File: src/rtl/simd_alu_pkg.sv
// Shared constants and types for the SIMD ALU: lane-size modes, compare opcodes
// and 8-bit segment helpers.
package simd_alu_pkg;

  localparam logic [1:0] MODE_8  = 2'd0;
  localparam logic [1:0] MODE_16 = 2'd1;
  localparam logic [1:0] MODE_32 = 2'd2;
  localparam logic [1:0] MODE_64 = 2'd3;

  typedef enum logic [2:0] {
    CMP_EQ = 3'd0,
    CMP_NE = 3'd1,
    CMP_GT = 3'd2,
    CMP_GE = 3'd3,
    CMP_LT = 3'd4,
    CMP_LE = 3'd5
  } cmp_op_e;

  localparam int SEG_W     = 8;
  localparam int SEG_COUNT = 256 / SEG_W;

  function automatic int seg_count(input int width);
    return width / SEG_W;
  endfunction

endpackage

File: src/rtl/simd_cmp_seg_combine.sv
// Merges per-byte equal/greater-than flags into per-lane equal/greater-than flags
// for the selected lane size; lane j of the current mode is reported at index j.
module simd_cmp_seg_combine
  import simd_alu_pkg::*;
#(
  parameter int NSEG = SEG_COUNT
) (
  input  logic [NSEG-1:0] seg_eq_i,
  input  logic [NSEG-1:0] seg_gt_i,
  input  logic [NSEG-1:0] msb_a_i,
  input  logic [NSEG-1:0] msb_b_i,
  input  logic [1:0]      data_mode_i,
  input  logic            signed_i,
  output logic [NSEG-1:0] lane_eq_o,
  output logic [NSEG-1:0] lane_gt_o
);

  logic [NSEG/2-1:0] eq16, gt16;
  logic [NSEG/4-1:0] eq32, gt32;
  logic [NSEG/8-1:0] eq64, gt64;

  // Unsigned magnitude: the upper half decides unless it is equal.
  always_comb begin
    eq16 = '0;
    gt16 = '0;
    eq32 = '0;
    gt32 = '0;
    eq64 = '0;
    gt64 = '0;
    for (int j = 0; j < NSEG/2; j++) begin
      eq16[j] = seg_eq_i[2*j+1] & seg_eq_i[2*j];
      gt16[j] = seg_gt_i[2*j+1] | (seg_eq_i[2*j+1] & seg_gt_i[2*j]);
    end
    for (int j = 0; j < NSEG/4; j++) begin
      eq32[j] = eq16[2*j+1] & eq16[2*j];
      gt32[j] = gt16[2*j+1] | (eq16[2*j+1] & gt16[2*j]);
    end
    for (int j = 0; j < NSEG/8; j++) begin
      eq64[j] = eq32[2*j+1] & eq32[2*j];
      gt64[j] = gt32[2*j+1] | (eq32[2*j+1] & gt32[2*j]);
    end
  end

  // When signs differ, a is greater exactly when b is the negative one.
  function automatic logic fix_gt(input logic ugt, input logic ma, input logic mb,
                                  input logic sgn);
    return (sgn && (ma != mb)) ? mb : ugt;
  endfunction

  always_comb begin
    lane_eq_o = '0;
    lane_gt_o = '0;
    case (data_mode_i)
      MODE_8: begin
        for (int j = 0; j < NSEG; j++) begin
          lane_eq_o[j] = seg_eq_i[j];
          lane_gt_o[j] = fix_gt(seg_gt_i[j], msb_a_i[j], msb_b_i[j], signed_i);
        end
      end
      MODE_16: begin
        for (int j = 0; j < NSEG/2; j++) begin
          lane_eq_o[j] = eq16[j];
          lane_gt_o[j] = fix_gt(gt16[j], msb_a_i[2*j+1], msb_b_i[2*j+1], signed_i);
        end
      end
      MODE_32: begin
        for (int j = 0; j < NSEG/4; j++) begin
          lane_eq_o[j] = eq32[j];
          lane_gt_o[j] = fix_gt(gt32[j], msb_a_i[4*j+3], msb_b_i[4*j+3], signed_i);
        end
      end
      default: begin
        for (int j = 0; j < NSEG/8; j++) begin
          lane_eq_o[j] = eq64[j];
          lane_gt_o[j] = fix_gt(gt64[j], msb_a_i[8*j+7], msb_b_i[8*j+7], signed_i);
        end
      end
    endcase
  end

endmodule

File: src/rtl/simd_alu_comparer_pipe.sv
// Two-stage valid/ready SIMD lane comparator: S1 registers byte-level compare
// flags, S2 folds them into lanes and registers result, mask and reductions.
module simd_alu_comparer_pipe
  import simd_alu_pkg::*;
#(
  parameter int SIMD_DATA_WIDTH            = 256,
  parameter int SIMD_ADDER_DATA_MODE_WIDTH = 2,
  parameter bit MASK_FORMAT                = 1'b1
) (
  input  logic                                  clk,
  input  logic                                  rst,
  input  logic                                  in_valid,
  output logic                                  in_ready,
  input  logic [SIMD_DATA_WIDTH-1:0]            a,
  input  logic [SIMD_DATA_WIDTH-1:0]            b,
  input  logic [SIMD_ADDER_DATA_MODE_WIDTH-1:0] data_mode,
  input  logic [2:0]                            cmp_op,
  input  logic                                  signed_cmp,
  output logic                                  out_valid,
  input  logic                                  out_ready,
  output logic [SIMD_DATA_WIDTH-1:0]            result,
  output logic [SIMD_DATA_WIDTH/8-1:0]          lane_mask,
  output logic                                  any_true,
  output logic                                  all_true
);

  localparam int NSEG = seg_count(SIMD_DATA_WIDTH);

  logic s1_en, s2_en;
  logic vld_p1_q, vld_p2_q;

  logic [NSEG-1:0] seg_eq_d, seg_gt_d, msb_a_d, msb_b_d;
  logic [NSEG-1:0] seg_eq_p1_q, seg_gt_p1_q, msb_a_p1_q, msb_b_p1_q;
  logic [1:0]      mode_p1_q;
  logic [2:0]      op_p1_q;
  logic            sgn_p1_q;

  logic [NSEG-1:0]            lane_eq, lane_gt;
  logic [NSEG-1:0]            lane_true_d, lane_exist_d;
  logic [SIMD_DATA_WIDTH-1:0] result_d;
  logic                       any_d, all_d;

  logic [SIMD_DATA_WIDTH-1:0] result_p2_q;
  logic [NSEG-1:0]            mask_p2_q;
  logic                       any_p2_q, all_p2_q;

  assign s2_en    = !vld_p2_q || out_ready;
  assign s1_en    = !vld_p1_q || s2_en;
  assign in_ready = s1_en && !rst;

  always_comb begin
    seg_eq_d = '0;
    seg_gt_d = '0;
    msb_a_d  = '0;
    msb_b_d  = '0;
    for (int s = 0; s < NSEG; s++) begin
      seg_eq_d[s] = a[s*SEG_W +: SEG_W] == b[s*SEG_W +: SEG_W];
      seg_gt_d[s] = a[s*SEG_W +: SEG_W] >  b[s*SEG_W +: SEG_W];
      msb_a_d[s]  = a[s*SEG_W + SEG_W - 1];
      msb_b_d[s]  = b[s*SEG_W + SEG_W - 1];
    end
  end

  // ---- S1: byte flags and operation fields ----
  always_ff @(posedge clk) begin
    if (rst) begin
      vld_p1_q <= 1'b0;
    end else if (s1_en) begin
      vld_p1_q <= in_valid;
    end
  end

  always_ff @(posedge clk) begin
    if (s1_en && in_valid) begin
      seg_eq_p1_q <= seg_eq_d;
      seg_gt_p1_q <= seg_gt_d;
      msb_a_p1_q  <= msb_a_d;
      msb_b_p1_q  <= msb_b_d;
      mode_p1_q   <= data_mode[1:0];
      op_p1_q     <= cmp_op;
      sgn_p1_q    <= signed_cmp;
    end
  end

  simd_cmp_seg_combine #(
    .NSEG (NSEG)
  ) u_combine (
    .seg_eq_i    (seg_eq_p1_q),
    .seg_gt_i    (seg_gt_p1_q),
    .msb_a_i     (msb_a_p1_q),
    .msb_b_i     (msb_b_p1_q),
    .data_mode_i (mode_p1_q),
    .signed_i    (sgn_p1_q),
    .lane_eq_o   (lane_eq),
    .lane_gt_o   (lane_gt)
  );

  function automatic logic [SEG_W-1:0] lane_fill(input logic truth, input logic low_seg);
    logic [SEG_W-1:0] one;
    one = {{(SEG_W-1){1'b0}}, 1'b1};
    if (!truth) return '0;
    if (MASK_FORMAT) return '1;
    return low_seg ? one : '0;
  endfunction

  always_comb begin
    int  sh;
    int  lane_cnt;
    int  j;
    logic t;
    lane_true_d  = '0;
    lane_exist_d = '0;
    result_d     = '0;
    sh       = int'(mode_p1_q);
    lane_cnt = NSEG >> sh;
    for (int l = 0; l < NSEG; l++) begin
      t = 1'b0;
      case (op_p1_q)
        CMP_EQ:  t = lane_eq[l];
        CMP_NE:  t = !lane_eq[l];
        CMP_GT:  t = lane_gt[l];
        CMP_GE:  t = lane_gt[l] || lane_eq[l];
        CMP_LT:  t = !(lane_gt[l] || lane_eq[l]);
        CMP_LE:  t = !lane_gt[l];
        default: t = 1'b0;
      endcase
      lane_exist_d[l] = l < lane_cnt;
      lane_true_d[l]  = t && lane_exist_d[l];
    end
    for (int s = 0; s < NSEG; s++) begin
      j = s >> sh;
      result_d[s*SEG_W +: SEG_W] = lane_fill(lane_true_d[j], (s & ((1 << sh) - 1)) == 0);
    end
    any_d = |lane_true_d;
    all_d = lane_true_d == lane_exist_d;
  end

  // ---- S2: lane results and reductions ----
  always_ff @(posedge clk) begin
    if (rst) begin
      vld_p2_q    <= 1'b0;
      result_p2_q <= '0;
      mask_p2_q   <= '0;
      any_p2_q    <= 1'b0;
      all_p2_q    <= 1'b0;
    end else if (s2_en) begin
      vld_p2_q <= vld_p1_q;
      if (vld_p1_q) begin
        result_p2_q <= result_d;
        mask_p2_q   <= lane_true_d;
        any_p2_q    <= any_d;
        all_p2_q    <= all_d;
      end
    end
  end

  assign out_valid = vld_p2_q;
  assign result    = result_p2_q;
  assign lane_mask = mask_p2_q;
  assign any_true  = any_p2_q;
  assign all_true  = all_p2_q;

endmodule

File: config.mk
export PLATFORM = sky130hd
export DESIGN_NAME = simd_alu_comparer_pipe
export DESIGN_NICKNAME = d
export VERILOG_FILES = /design/src/rtl/simd_alu_pkg.sv /design/src/rtl/simd_cmp_seg_combine.sv /design/src/rtl/simd_alu_comparer_pipe.sv
export SDC_FILE = /design/constraint.sdc
export NUM_CORES = 1
export LEC_CHECK = 0
export ABC_AREA = 0
export CAP_MARGIN = 5
export CORE_AREA = 2 2 316 318
export DETAILED_ROUTE_END_ITERATION = 16
export DIE_AREA = 0 0 318 320
export GPL_TIMING_DRIVEN = 0
export SYNTH_ARGS = -nofsm -noshare
export SYNTH_HDL_FRONTEND = slang
export SYNTH_SLANG_ARGS = --single-unit
export TNS_END_PERCENT = 50
File: constraint.sdc
create_clock -name clk -period 14.9 [get_ports clk]
set_input_delay 2.98 -clock clk [delete_from_list [all_inputs] [get_ports clk]]
set_output_delay 2.98 -clock clk [all_outputs]
set_load 0.005 [all_outputs]
; After elaboration in Yosys (flattened, before gate mapping)
; Cells that the tools add are included.
[op_classes]
add_sub_neg = 1
magnitude_cmp = 96
n_eq_ne = 72
shift = 34
mux = 323
bitwise = 84
reduce_logical = 234
[op_table]
columns = op, count
row1 = "< comparator 32 x 7 -> 1 bit, second input constant", 32
row2 = logical NOT 32 bit, 31
row3 = "< comparator 6 x 32 -> 1 bit, first input constant", 16
row4 = two-way mux 8 bit, 64
row5 = ">> shifter 5 x 2 -> 32 bit, first input constant", 16
row6 = == test 8 bit, 32
row7 = > comparator 8 bit, 32
row8 = "< comparator 5 x 32 -> 1 bit, first input constant", 8
row9 = ">> shifter 4 x 2 -> 32 bit, first input constant", 8
row10 = one-hot mux 1 bit (6 select lines), 32
row11 = two-way mux 1 bit, 187
row12 = binary-select mux 1 bit (select 5 bit), 32
row13 = "< comparator 4 x 32 -> 1 bit, first input constant", 4
row14 = ">> shifter 3 x 2 -> 32 bit, first input constant", 4
row15 = logical NOT 1 bit, 99
row16 = logical AND 1 bit, 66
row17 = "< comparator 3 x 32 -> 1 bit, first input constant", 2
row18 = ">> shifter 1 x 2 -> 32 bit, first input constant", 2
row19 = ">> shifter 2 x 2 -> 32 bit, first input constant", 2
row20 = AND 1 bit, 56
row21 = one-hot mux 4 bit (3 select lines), 4
row22 = logical OR 1 bit, 34
row23 = == test 32 bit, 1
row24 = "< comparator 1 x 32 -> 1 bit, first input constant", 1
row25 = other kinds (17), 79
[totals]
register_bits = 426
in_bits = 522
word_cells = 857

; Logic depth before layout (Yosys ltp)
; Gate-level depths: netlist (run 1).
[depth]
word_depth = 18
depth_mapped = 18
mapped_depth_nobuf = 11

; Cells and area by module
; From an unflattened synthesis (run 1), not the netlist that was laid out.
[unflattened]
hier_cells = 2706
area_unflattened_um2 = 21867.2
[by_module_without_submodules]
columns = module, instances, cells_per_inst, area_per_inst_um2, seq_area_each_um2
row1 = simd_alu_comparer_pipe, 1, 2336, 19870.3, 5365.1
row2 = simd_cmp_seg_combine, 1, 370, 1996.9, 0.0

; Worst setup path before layout (run 1)
; OpenSTA, ideal clock, no wires.
[synth_path]
path_type = input to register
startpoint = in out_ready
endpoint = reg mode_p1_q[0], enable pin
setup_ps = 834
arrival_ps = 12747
required_ps = 14066
setup_slack_ps = 1319
stages = 2
path_cell_list = nor2b_1 -> a21boi_0
[synth_via]
elab_chain_cells = 3
[synth_lines]
columns = element, line_no
row1 = start: declaration, simd_alu_comparer_pipe.sv:20  ; input logic out_ready,
row2 = logical OR 1 bit, simd_alu_comparer_pipe.sv:47  ; assign s2_en = !vld_p2_q || out_ready;
row3 = logical OR 1 bit, simd_alu_comparer_pipe.sv:48  ; assign s1_en = !vld_p1_q || s2_en;
row4 = logical AND 1 bit, simd_alu_comparer_pipe.sv:74  ; if (s1_en && in_valid) begin
row5 = end signal: assignment, simd_alu_comparer_pipe.sv:79  ; mode_p1_q <= data_mode[1:0];
row6 = end: declaration, simd_alu_comparer_pipe.sv:34  ; logic [1:0] mode_p1_q;
; No other way between the ends.
; A chain may end at the register's enable or synchronous reset.

; Worst setup path after layout (run 1)
[layout_path]
startpoint = in rst
endpoint = out in_ready
[layout_via]
elab_chain_cells = 2
[layout_lines]
columns = element, line_no
row1 = start: declaration, simd_alu_comparer_pipe.sv:11  ; input logic rst,
row2 = logical NOT 1 bit, simd_alu_comparer_pipe.sv:49  ; assign in_ready = s1_en && !rst;
row3 = logical AND 1 bit, simd_alu_comparer_pipe.sv:49
row4 = end: declaration, simd_alu_comparer_pipe.sv:13  ; output logic in_ready,
; No other way between the ends.

==> results.tsv, run 1 <==
stage	metric	value	unit
final_layout	fill cell count	10400	
synth	number of synthesis warnings	0	
critical_path	worst-path maximum fanout	10	
critical_path	Cell Chain, Critical Path	clkdlybuf4s50_1 -> clkbuf_1 -> clkbuf_1 -> a21oi_1 -> clkdlybuf4s50_1	
timing	measured slew at the worst slew-check pin	1.35	ns
clock_network	CTS tree	yes	
placement	dpl cells	4895	
detailed_routing	M1 WL	43700	µm
synth	synthesized area per cell	8.11	µm²
synth	main flop type after synthesis	edfxtp_1	
critical_path	R2R Setup Slk	7.67	ns
synth	Mapped Cells	2790	
worst_hold_path	Hold Crit Class	flop to flop	
pwr	power consumption	2.17	mW
timing	fin. max-slew vios	0	
pwr	leakage power	13.9	nW
critical_path	Critical Path End Type	primary output	
clock_network	Sink Count	201	
clock_network	clock-pin slew on the worst setup and hold paths	0.06	ns
synth	FFs w/ async S/R, synth	0	
critical_path	Setup crit end	in_ready	
clock_network	Post CTS Setup Buffer Count	0	
detailed_routing	metal3 WL	10400	µm
final_layout	final net count	4417	
job	Max-cap violations	0	
critical_path	Setup CP Type	input pin to primary output	
critical_path	Critical Path RT	11.92	ns
detailed_routing	Pre-antenna DRT Iters	8	
timing	Relative slew margins	0.0940	
detailed_routing	vias	24900	
critical_path	Worst EP arrival	5.19	ns
timing	final setup vio count	0	
pwr	Pwr Density	65.3	nW/µm²
clock_network	CTS Hold Bufs	0	
critical_path	R2R depth	15	
placement	pre-CTS WS	6.68	ns
placement	RePlAce Congestion	1.01	
synth	EDFF count, synth	134	
clock_network	clock root cell	clkbuf_16	
floorplanning	boundary pin count	814	
global_route	initial antenna violation count	7	
timing	Setup Skew	0.0200	ns
floorplanning	width of the die	318	µm
global_route	total global-route track usage	0.215	
critical_path	FF-to-FF Start	mode_p1_q[1]	
final_layout	most frequent cells in the layout	clkdlybuf4s50_1 (813), inv_1 (276), nor2_1 (276)	
placement	placed wire-length estimate	95400	µm
timing	period utilization	0.548	
floorplanning	row count	115	
final_layout	Non-Filler Instances	4934	
final_layout	layout cells sized above 1	0.105	
detailed_routing	Starting DRT DRC Count	2252	
synth	Cell Area, Synth	22600	µm²
synth	Seq/Total Area, Yosys	0.237	
timing	setup ws final	6.73	ns
detailed_routing	final antenna-violating net count	0	
pwr	VDD IR max	0.0000635	V
timing	min Tclk post-route	8.17	ns
timing	Max Freq	122	MHz
placement	I/O Buffers	813	
global_route	largest net degree at the start of global routing	31	
final_layout	Diodes inserted	0	
critical_path	Slowest-stage cell, CP	clkdlybuf4s50_1	
clock_network	Max Root-Sink Buffers	3	
global_route	first-pass GRT wire length	163000	µm
clock_network	CTS buffer count	23	
clock_network	Worst-Skew Late Latency	0.56	ns
global_route	grt ovf	0	
floorplanning	Die H	320	µm
detailed_routing	Routed WL	115000	µm
global_route	vias in the first global route	24000	
clock_network	CTS H-tree lvls	1	
clock_network	post-cts sizing count	0	
critical_path	CP Launch Type	input pin	
synth	Syn Nets	3574	
critical_path	delay of the slowest critical-path stage	0.54	ns
outcome	status	complete, no violations	
synth	distinct cell type count after synthesis	101	
timing	final hold vios	0	
synth	Synth Register Bits	201	
timing	RSZ-0062 raised after global routing	no	
floorplanning	DIE AREA	102000	µm²
critical_path	Worst Setup SP	rst	
detailed_routing	detailed-route wire length per cell	23.4	µm
critical_path	R2R Path End	result[79]	
final_layout	area grow syn2layout	46.8	%
floorplanning	Core Footprint	98000	µm²
detailed_routing	Via density	5.04	
final_layout	commonest non-fill, non-tap cell in the layout	clkdlybuf4s50_1	
floorplanning	starting density of the core	0.231	
detailed_routing	DRC	0	
detailed_routing	top sig layer	met5	
detailed_routing	routed wl met2	56700	µm
power by group:
group          internal (mW)  leakage, nW  switching [mW]
sequential             0.633         1.87          0.0455
clock                  0.331        0.358           0.235
combinational          0.462         11.7           0.462
how the worst min path moves through the flow:
stage                  start       endpoint  slack (ns)  cells past startpoint
2_1_floorplan       all_true       all_true        0.45                      2
3_3_place_gp    lane_mask[7]   lane_mask[7]        0.45                      2
3_5_place_dp    lane_mask[9]   lane_mask[9]        0.45                      2
4_1_cts         lane_mask[9]   lane_mask[9]        0.46                      2
5_1_grt        lane_mask[14]  lane_mask[14]        0.47                      2
6_report        lane_mask[9]   lane_mask[9]        0.45                      2
stage by stage:
step	hold slack, ns	util	setup TNS [ns]	instance area (µm²)
5_1_grt	0.472	0.339	0	33200
2_1_floorplan	0.449	-	0	22600
3_3_place_gp	0.447	0.330	-522.61	32400
3_5_place_dp	0.448	0.331	0	32500
6_report	0.452	0.339	0	33200
4_1_cts	0.457	0.339	0	33200
logic make-up after synthesis:
family	count (synthesis)	share of synthesized area
adders and majority gates	262	0.145
AOI/OAI and AO/OA	842	0.261
xor gates and xnor gates	21	0.00813
muxes	46	0.0355
buffers and inverters	663	0.154
and+or+nand+nor	755	0.159
DFF	201	0.237
routing by layer:
metal	GRT usage	up-vias
met4	0.0748	10
li1	-	11600
met2	0.384	1434
met1	0.249	11600
met5	0	-
met3	0.0500	225
sequential cells by signal (all words and copies together) (netlist names), 2 cells and up:
register and flops:
lane_mask 31, mode_p1_q 2, msb_a_p1_q 32, msb_b_p1_q 32, op_p1_q 3, result 32, seg_eq_p1_q 32, seg_gt_p1_q 32
cells in the mapped netlist, drive strengths merged, types with 18 or more instances:
cell type | number | share of area
a211oi | 32 | 0.011
a21o | 52 | 0.017
a21oi | 175 | 0.039
a221oi | 18 | 0.0075
a22oi | 37 | 0.013
a31oi | 23 | 0.0073
a32oi | 20 | 0.0077
and2 | 19 | 0.0054
buf | 295 | 0.093
clkbuf | 85 | 0.014
dfxtp | 67 | 0.059
edfxtp | 134 | 0.18
ha | 262 | 0.14
inv | 280 | 0.046
mux4 | 27 | 0.027
nand2 | 165 | 0.027
nand2b | 53 | 0.015
nand3 | 31 | 0.0069
nand4 | 79 | 0.022
nor2 | 277 | 0.046
nor2b | 61 | 0.017
nor3 | 21 | 0.0046
o211ai | 29 | 0.0096
o21a | 102 | 0.034
o21ai | 128 | 0.028
o22ai | 21 | 0.0058
o31ai | 32 | 0.011
worst max-delay path: cells and delay by family:
family / cells / cell delay (ns)
AOI/OAI and AO/OA: 1 / 0.13
buffers and inverters: 4 / 2.07
final cells by class:
cell class                      count  area [µm²]  share of cell area
Clock inverter                      9         103             0.00309
Multi-Input combinational cell   1926       13800               0.415
Buffer                            380        2430              0.0732
Tap cell                         1287        1610              0.0485
Clock buffer                       30         632              0.0190
Inverter                          283        1060              0.0320
Timing Repair Buffer              818        8240               0.248
Sequential cell                   201        5370               0.162
(Power assumes the default switching activity.)
==> run 2, diff against run 1 <==
Settings changed: CORE_AREA 2 2 316 318 to 2 2 315 317, DIE_AREA 0 0 318 320 to 0 0 317 319.
Clock period 14.9 ns to 7.25 ns, I/O delays scaled along.
==> run 2 against run 1 <==
  * The run now ends with max-capacitance violations left
  * Sequential cell count did not move
  * Global-route usage up 0.59 points
  * Final cell count about the same
  * Sequential share of layout area barely moved
  * Design area is essentially flat
  * Count of clock-buffer cells in the layout increased by 1
  * Clock power up 110%
  * Total power grew 110%
  * Combinational power grew 110%
  * Wire length increased by 1.1%
  * Highest routed layer unchanged
==> results.tsv, run 2 (synthesized netlist as in run 1, its figures left out) <==
stage	metric	value	unit
clock_network	clock-pin slew on the worst setup and hold paths	0.06	ns
floorplanning	Die H	319	µm
critical_path	CP Launch Type	flop	
pwr	cell internal pwr	2.95	mW
clock_network	CTS Hold Bufs	0	
timing	Setup TNS	0	ns
floorplanning	starting density of the core	0.231	
detailed_routing	detailed-route wire length per cell	23.6	µm
global_route	vias in the first global route	24500	
timing	min Tclk post-route	6.80	ns
worst_hold_path	min-delay src	lane_mask[14]	
placement	I/O Buffers	813	
detailed_routing	Pre-antenna DRT Iters	6	
critical_path	FF-to-FF Start	mode_p1_q[1]	
floorplanning	width of the die	317	µm
outcome	failing checks	max-capacitance violations	
timing	Relative slew margins	0.0162	
timing	final hold vios	0	
timing	measured slew at the worst slew-check pin	1.46	ns
floorplanning	Core Footprint	97700	µm²
timing	period utilization	0.937	
placement	RePlAce Congestion	1.02	
pwr	sw frac	0.342	
critical_path	Worst EP arrival	7.20	ns
critical_path	delay of the slowest critical-path stage	0.81	ns
final_layout	area grow syn2layout	47.0	%
final_layout	Core Util, Final	0.340	
global_route	initial antenna violation count	6	
global_route	grt ovf	0	
placement	placed wire-length estimate	96400	µm
critical_path	CP dominant cell by count	buf_2	
detailed_routing	Starting DRT DRC Count	2323	
worst_hold_path	hold endpoint	lane_mask[14]	
clock_network	Max Root-Sink Buffers	3	
critical_path	R2R depth	15	
global_route	first-pass GRT wire length	165000	µm
global_route	largest net degree at the start of global routing	30	
critical_path	worst-path maximum fanout	12	
critical_path	R2R Setup Slk	0.45	ns
timing	Setup Skew	0.00985	ns
placement	dpl cells	4895	
clock_network	Sink Count	201	
clock_network	Worst-Skew Late Latency	0.56	ns
timing	fin. max-slew vios	0	
outcome	status	complete, but fails checks	
detailed_routing	Routed WL	117000	µm
clock_network	post-cts sizing count	0	
pwr	Pwr Density	135	nW/µm²
final_layout	layout cells sized above 1	0.105	
final_layout	Non-Filler Instances	4938	
floorplanning	DIE AREA	101000	µm²
critical_path	Slowest-stage cell, CP	clkbuf_1	
critical_path	critical path depth in cells	15	
critical_path	Critical Path End Type	flop	
worst_hold_path	Hold Crit Class	flop to flop	
critical_path	Cell Chain, Critical Path	inv_1 -> clkbuf_1 -> clkbuf_1 -> ha_1 -> buf_2 -> buf_6 -> buf_2 -> buf_2 -> buf_4 -> buf_2 -> buf_2 -> buf_1 -> o221ai_1 -> a2111oi_0 -> a2111oi_1	
pwr	VDD IR max	0.000154	V
critical_path	Critical Path RT	7.66	ns
critical_path	Setup CP Type	flop to flop	
critical_path	R2R Path End	result[79]	
timing	final setup vio count	0	
pwr	Sequential Power Share	0.312	
clock_network	Post CTS Setup Buffer Count	0	
global_route	total global-route track usage	0.221	
final_layout	fin area	33200	µm²
clock_network	clock root cell	clkbuf_16	
critical_path	Largest delay share family, worst path	buffers and inverters	
clock_network	CTS tree	yes	
timing	Max Freq	147	MHz
floorplanning	row count	115	
timing	RSZ-0062 raised after global routing	no	
floorplanning	boundary pin count	814	
placement	pre-CTS WS	0.848	ns
pwr	total net switching power	1.54	mW
clock_network	CTS buffer count	23	
pwr	leakage power	13.9	nW
critical_path	CP Buf/Inv Count	11	
detailed_routing	Via density	5.08	
worst_hold_path	WHS Path Cells	2	
detailed_routing	vias	25100	
placement	Post-DP Area	32500	µm²
final_layout	final net count	4417	
pwr	Clock Power Share	0.266	
timing	hold slack	0.458	ns
pwr	Logic pwr share	0.423	
detailed_routing	DRC	0	
timing	setup ws final	0.455	ns
job	Max-cap violations	1	
detailed_routing	final antenna-violating net count	0	
clock_network	CTS H-tree lvls	1	
pwr	power consumption	4.49	mW
final_layout	most frequent cells in the layout	clkdlybuf4s50_1 (813), inv_1 (276), nor2_1 (276)	
final_layout	commonest non-fill, non-tap cell in the layout	clkdlybuf4s50_1	
[run 2: changes by cell type in the layout (fill, tap and decap cells not counted)]
cell,change
clkbuf_1,+3
buf_12,-2
buf_16,+2
clkbuf_8,-2
clkinv_2,+2
bufinv_16,+1
clkinv_1,+1
clkinv_4,-1
clkinvlp_4,-1
diode_2,+1
[run 2: per-layer routing]
metal	GRT usage	share of wire
met1	0.260	0.38
met4	0.0886	0.044
met2	0.385	0.48
met3	0.0473	0.096
met5	0	0.00068
[run 2: how the worst max path moves through the flow]
stage	from	slack [ns]	to
final	mode_p1_q[1]	0.45	result[79]
after global routing	mode_p1_q[1]	0.46	result[79]
after CTS	mode_p1_q[1]	0.83	result[79]
after detailed placement	mode_p1_q[1]	0.85	result[79]
after global placement	out_ready	-0.74	seg_eq_p1_q[11]
after floorplan	out_ready	1.64	mode_p1_q[0]
[run 2: cell type report]
| type | count | area (µm²) |
|---|---|---|
| clock inverters | 11 | 130 |
| diodes | 1 | 2.50 |
| inverters | 283 | 1060 |
| flip-flops and latches | 201 | 5370 |
| repair buffers | 818 | 8250 |
| fillers | 10200 | 64500 |
| multi-input cells | 1926 | 13800 |
| plain buffers | 380 | 2430 |
| clock buffers | 31 | 616 |
| well taps | 1287 | 1610 |
[run 2: worst register-to-register path: cells and delay by family (launching register included)]
kind | cells | cell delay, ns
compound gates | 3 | 1.27
buf+inv | 11 | 4.33
fa+ha+maj | 1 | 0.38
flops | 1 | 0.66
[run 2: power groups by stage]
stage / Combinational [mW] / Sequential, mW / Clock (mW)
after floorplan: 0.937 / 1.38 / 0
after global placement: 1.86 / 1.43 / 0
after detailed placement: 1.87 / 1.43 / 0
after CTS: 1.88 / 1.40 / 1.24
after global routing: 2.04 / 1.41 / 1.27
final: 1.90 / 1.40 / 1.19
